===== src/rtl/reg_file_pkg.sv =====
// Shared register-file constants and types used by decode, write-back and
// the register file itself.
package reg_file_pkg;

    localparam int DATA_W   = 32;
    localparam int NUM_REGS = 32;
    localparam int ADDR_W   = $clog2(NUM_REGS);

    typedef logic [ADDR_W-1:0] reg_addr_t;
    typedef logic [DATA_W-1:0] reg_data_t;

endpackage : reg_file_pkg


===== src/rtl/reg_word.sv =====
// One architectural register: write-enabled word with asynchronous
// active-low clear.
module reg_word #(
    parameter int W = 32
) (
    input  logic         clk,
    input  logic         reset,
    input  logic         wr_en,
    input  logic [W-1:0] wr_data,
    output logic [W-1:0] data_q
);

    logic [W-1:0] data_d;

    always_comb begin
        data_d = data_q;
        if (wr_en) begin
            data_d = wr_data;
        end
    end

    always_ff @(posedge clk or negedge reset) begin
        if (!reset) begin
            data_q <= '0;
        end else begin
            data_q <= data_d;
        end
    end

endmodule : reg_word


===== src/rtl/reg_file.sv =====
// Integer register file: two combinational read ports with write-through
// bypass, one write port, and a per-register pending-write scoreboard.
module reg_file
    import reg_file_pkg::*;
#(
    parameter int DATA_W   = reg_file_pkg::DATA_W,
    parameter int NUM_REGS = reg_file_pkg::NUM_REGS,
    parameter int ADDR_W   = reg_file_pkg::ADDR_W
) (
    input  logic              clk,
    input  logic              reset,
    input  logic [ADDR_W-1:0] rd_addr_a,
    output logic [DATA_W-1:0] rd_data_a,
    output logic              rd_busy_a,
    input  logic [ADDR_W-1:0] rd_addr_b,
    output logic [DATA_W-1:0] rd_data_b,
    output logic              rd_busy_b,
    input  logic              issue_en,
    input  logic [ADDR_W-1:0] issue_addr,
    input  logic              wr_en,
    input  logic [ADDR_W-1:0] wr_addr,
    input  logic [DATA_W-1:0] wr_data
);

    logic [NUM_REGS-1:0] wr_sel;
    logic [DATA_W-1:0]   word_q [NUM_REGS];
    logic [NUM_REGS-1:0] busy_q;
    logic [NUM_REGS-1:0] busy_d;
    logic                hit_a;
    logic                hit_b;

    // r0 has no storage: slot 0 is a hard zero and never selected.
    assign wr_sel[0] = 1'b0;
    assign word_q[0] = '0;

    generate
        for (genvar gi = 1; gi < NUM_REGS; gi++) begin : g_word
            assign wr_sel[gi] = wr_en && (wr_addr == ADDR_W'(gi));

            reg_word #(.W(DATA_W)) u_word (
                .clk     (clk),
                .reset   (reset),
                .wr_en   (wr_sel[gi]),
                .wr_data (wr_data),
                .data_q  (word_q[gi])
            );
        end
    endgenerate

    // Clear first so a same-cycle issue to the same register wins.
    always_comb begin
        busy_d = busy_q;
        if (wr_en) begin
            busy_d[wr_addr] = 1'b0;
        end
        if (issue_en) begin
            busy_d[issue_addr] = 1'b1;
        end
        busy_d[0] = 1'b0;
    end

    always_ff @(posedge clk or negedge reset) begin
        if (!reset) begin
            busy_q <= '0;
        end else begin
            busy_q <= busy_d;
        end
    end

    assign hit_a = wr_en && (wr_addr == rd_addr_a);
    assign hit_b = wr_en && (wr_addr == rd_addr_b);

    // Bypass is gated by reset so nothing leaks through while it is held.
    assign rd_data_a = (!reset || rd_addr_a == '0) ? '0
                     : hit_a ? wr_data : word_q[rd_addr_a];
    assign rd_data_b = (!reset || rd_addr_b == '0) ? '0
                     : hit_b ? wr_data : word_q[rd_addr_b];

    assign rd_busy_a = reset && busy_q[rd_addr_a] && !hit_a;
    assign rd_busy_b = reset && busy_q[rd_addr_b] && !hit_b;

endmodule : reg_file


===== config.mk =====
export PLATFORM = sky130hd
export DESIGN_NAME = reg_file
export DESIGN_NICKNAME = d
export VERILOG_FILES = /design/src/rtl/reg_file_pkg.sv /design/src/rtl/reg_word.sv /design/src/rtl/reg_file.sv
export SDC_FILE = /design/constraint.sdc
export NUM_CORES = 2
export LEC_CHECK = 0
export CAP_MARGIN = 40
export CORE_MARGIN = 2
export CORE_UTILIZATION = 60
export CTS_BUF_LIST = sky130_fd_sc_hd__clkbuf_16
export DETAILED_ROUTE_END_ITERATION = 10
export PLACE_DENSITY = 0.74
export SLEW_MARGIN = 20
export SYNTH_ARGS = -nofsm -noshare
export SYNTH_HDL_FRONTEND = slang
export SYNTH_SLANG_ARGS = --single-unit

===== constraint.sdc =====
create_clock -name clk -period 8.2 [get_ports clk]
set_clock_uncertainty 0.05 [all_clocks]
set_input_delay 1.64 -clock clk [delete_from_list [all_inputs] [get_ports clk]]
set_output_delay 1.64 -clock clk [all_outputs]
set_load 0.005 [all_outputs]

==> metrics.txt <==
initial antenna violation count=11; DP Worst Slack=1120 ps; Warnings, synthesis=0; Net Switching=4162 µW; Layout Nets=4222; clock sinks=1023; flop2flop setup slack=7330 ps; top cell type by total area after synthesis=dfrtp_1; RD Place Congestion=0.8868; pwr/cell area=243.1 nW/µm²; Yosys cell types=54; post-CTS sizing=0; max-cap viol count=0; Slew headroom=25.36%; status=finished, final reports clean; DP Wirelength=104.1 mm; power share of the clock group=33.7%; Reg-to-Reg End=g_word[21].u_word.data_q[24]; area of the multi-input gates=27440 µm²; Clock Root Buffer=clkbuf_16; most instantiated cells after synthesis=dfrtp_1, mux2_2, nand2_1; Initial Utilization=60.73%; Total Power=14820 µW; first-pass GRT wire length=257.8 mm; Peak VDD IR=0.1864 mV; chip width=306.5 µm; CTS tree=yes; Total GRT Usage=37.02%; EDFF count, synth=0; Period minus WS final=7254 ps; sequential cell area=25600 µm²; Post-Syn Nets=4285; vias in the first global route=39690; Synth area leaders=dfrtp_1, mux4_2, mux2_2, o21ai_0, mux2i_1; post-route clock period utilization=88.46%; clk buf depth=3; max-slew violations=0; r2r worst-path depth=1; sequential share of the synthesized area=46.62%; unrepaired setup endpoints after global routing=false; hold crit path type=flip-flop to flip-flop; Routed WL per cell=31.54 µm; Synth Register Bits=1023; crit path kind=input port to output port; Placed Cells=5224; setup bufs post-CTS=0; synthesized area per cell=12.98 µm²; DRT iter0 DRCs=4600; FFs w/ async S/R, synth=100.0%; number of H-tree levels=3; post-route ant nets=0; # setup viols final=0; Final WS setup=946.3 ps; DRT Pass-1 Iters=8; Row Count=110; die height=306.5 µm; prevailing post-synth register cell=dfrtp_1; fin cells=5436; CTS Buf Count=108; largest net degree at the start of global routing=180; Worst Path Max Fanout=13; Post-Route WL=171.4 mm; filler instances=6313; Worst setup EP type=output port; Port Buffers=121; P_leak=0.02628 µW; HP Start=g_word[9].u_word.data_q[17]; worst hold stages=2; setup TNS=0 ps; die area=93950 µm²; I/O Pins=122; Yosys top cell area share=46.62%; vias=38730; CP required=6510 ps; Worst-Margin Slew=1120 ps; share of cells above drive strength 1=35.08%; synthesized cell area=54910 µm²; WP data arrival=5560 ps; Clk pin slew, worst setup/hold paths=60 ps; count leader, synth=dfrtp_1; combinational share of power=20.7%; Sequential Power Share=45.6%; sw frac=28.08%; gr ovfl total=0; Cells after Synth=4229; routed vias/inst=7.124; Layout Area Growth over Synthesis=11.05%; Cell Int Power=10660 µW; Worst setup SP type=input port; Hold Vio Cnt, Final=0; Hold EP=g_word[9].u_word.data_q[17]; worst r2r src=g_word[21].u_word.data_q[24]; Worst-Skew Late Latency=670 ps; Final Util=67.44%; Max Freq=137.9 MHz; Residual DRC=0; core region area=90420 µm²; # hold bufs at CTS=0
## layout make-up
class	count	share of cell area, %
Sequential cell	1023	41.98
Inverter	35	0.2175
Multi-Input combinational cell	2743	44.99
Tap cell	1176	2.413
Timing Repair Buffer	255	4.549
Clock inverter	92	1.291
Clock buffer	111	4.555
Antenna cell	1	0.004104
## kinds of logic (layout without fill, tap and decap cells)
kind of cell              after synthesis  in the layout  share of synthesized area [%]
AOI/OAI and AO/OA                     742            742                          8.506
xor gates and xnor gates               10             10                         0.1595
and+or+nand+nor                       647            647                          5.015
DFF                                  1023           1023                          46.62
other                                   0              1                              0
muxes                                1344           1344                          35.84
buffers and inverters                 463            493                          3.862
## placed cells by master, fill, tap and decap left out, drive strengths merged, types with 4 or more instances in the layout
| cell | instances |
|---|---|
| o22ai | 43 |
| o21ai | 405 |
| inv | 59 |
| clkinv | 51 |
| a22oi | 41 |
| nor2 | 80 |
| nand2b | 33 |
| or2 | 6 |
| nor2b | 21 |
| o22a | 10 |
| xnor2 | 8 |
| mux2 | 726 |
| nand2 | 440 |
| nand3 | 4 |
| o311ai | 24 |
| bufinv | 14 |
| nor3b | 7 |
| mux2i | 193 |
| nor3 | 35 |
| clkdlybuf4s50 | 112 |
| a31oi | 10 |
| mux4 | 425 |
| a22o | 29 |
| a221oi | 30 |
| a211oi | 30 |
| nand3b | 4 |
| buf | 142 |
| o221ai | 49 |
| dfrtp | 1023 |
| clkbuf | 112 |
| a221o | 28 |
| a21oi | 38 |
## power groups by stage
stage	registers, µW	logic [µW]	clock network, µW
after floorplan	6570	2270	0
after global placement	6740	2920	0
after detailed placement	6810	3020	0
after CTS	6730	3040	5010
after global routing	6880	3300	5240
final	6760	3070	5000
## critical path, stage by stage
cell             delay (ps)
clkdlybuf4s50_1         700
xor2_1                  270
nor2_1                  340
nand2_1                 420
or2_2                   660
buf_16                  260
o221ai_1                600
clkdlybuf4s50_1         640
## worst max-delay path by stage
stage                 startpoint            end  cells past startpoint
floorplan           rd_addr_b[1]  rd_data_b[13]                      6
global placement    rd_addr_b[1]  rd_data_b[21]                      8
detailed placement    wr_addr[2]   rd_data_a[6]                      7
CTS                   wr_addr[2]   rd_data_a[6]                      7
global route          wr_addr[2]   rd_data_a[3]                      8
finish                wr_addr[2]   rd_data_a[3]                      8
## metrics by stage
stage	area [µm²]	hold WS, ps
6_report	60980	450.3
5_1_grt	60980	468.6
4_1_cts	60800	452.0
3_5_place_dp	57230	438.4
3_3_place_gp	56830	424.7
2_1_floorplan	54910	410.4
## routing by layer
layer	part of all wire, %	vias to the layer above	track usage (%)
li1	-	15840	-
met1	39	20160	51.70
met2	45	2194	55.56
met3	11	516	9.380
met4	4.8	18	16.31
met5	0.076	-	0
## flip-flops by register name, indices dropped and copies added, names as in the netlist
register and cells:
busy_q 31, g_word.u_word.data_q 992
No activity file was read; power rests on OpenSTA's default activity.
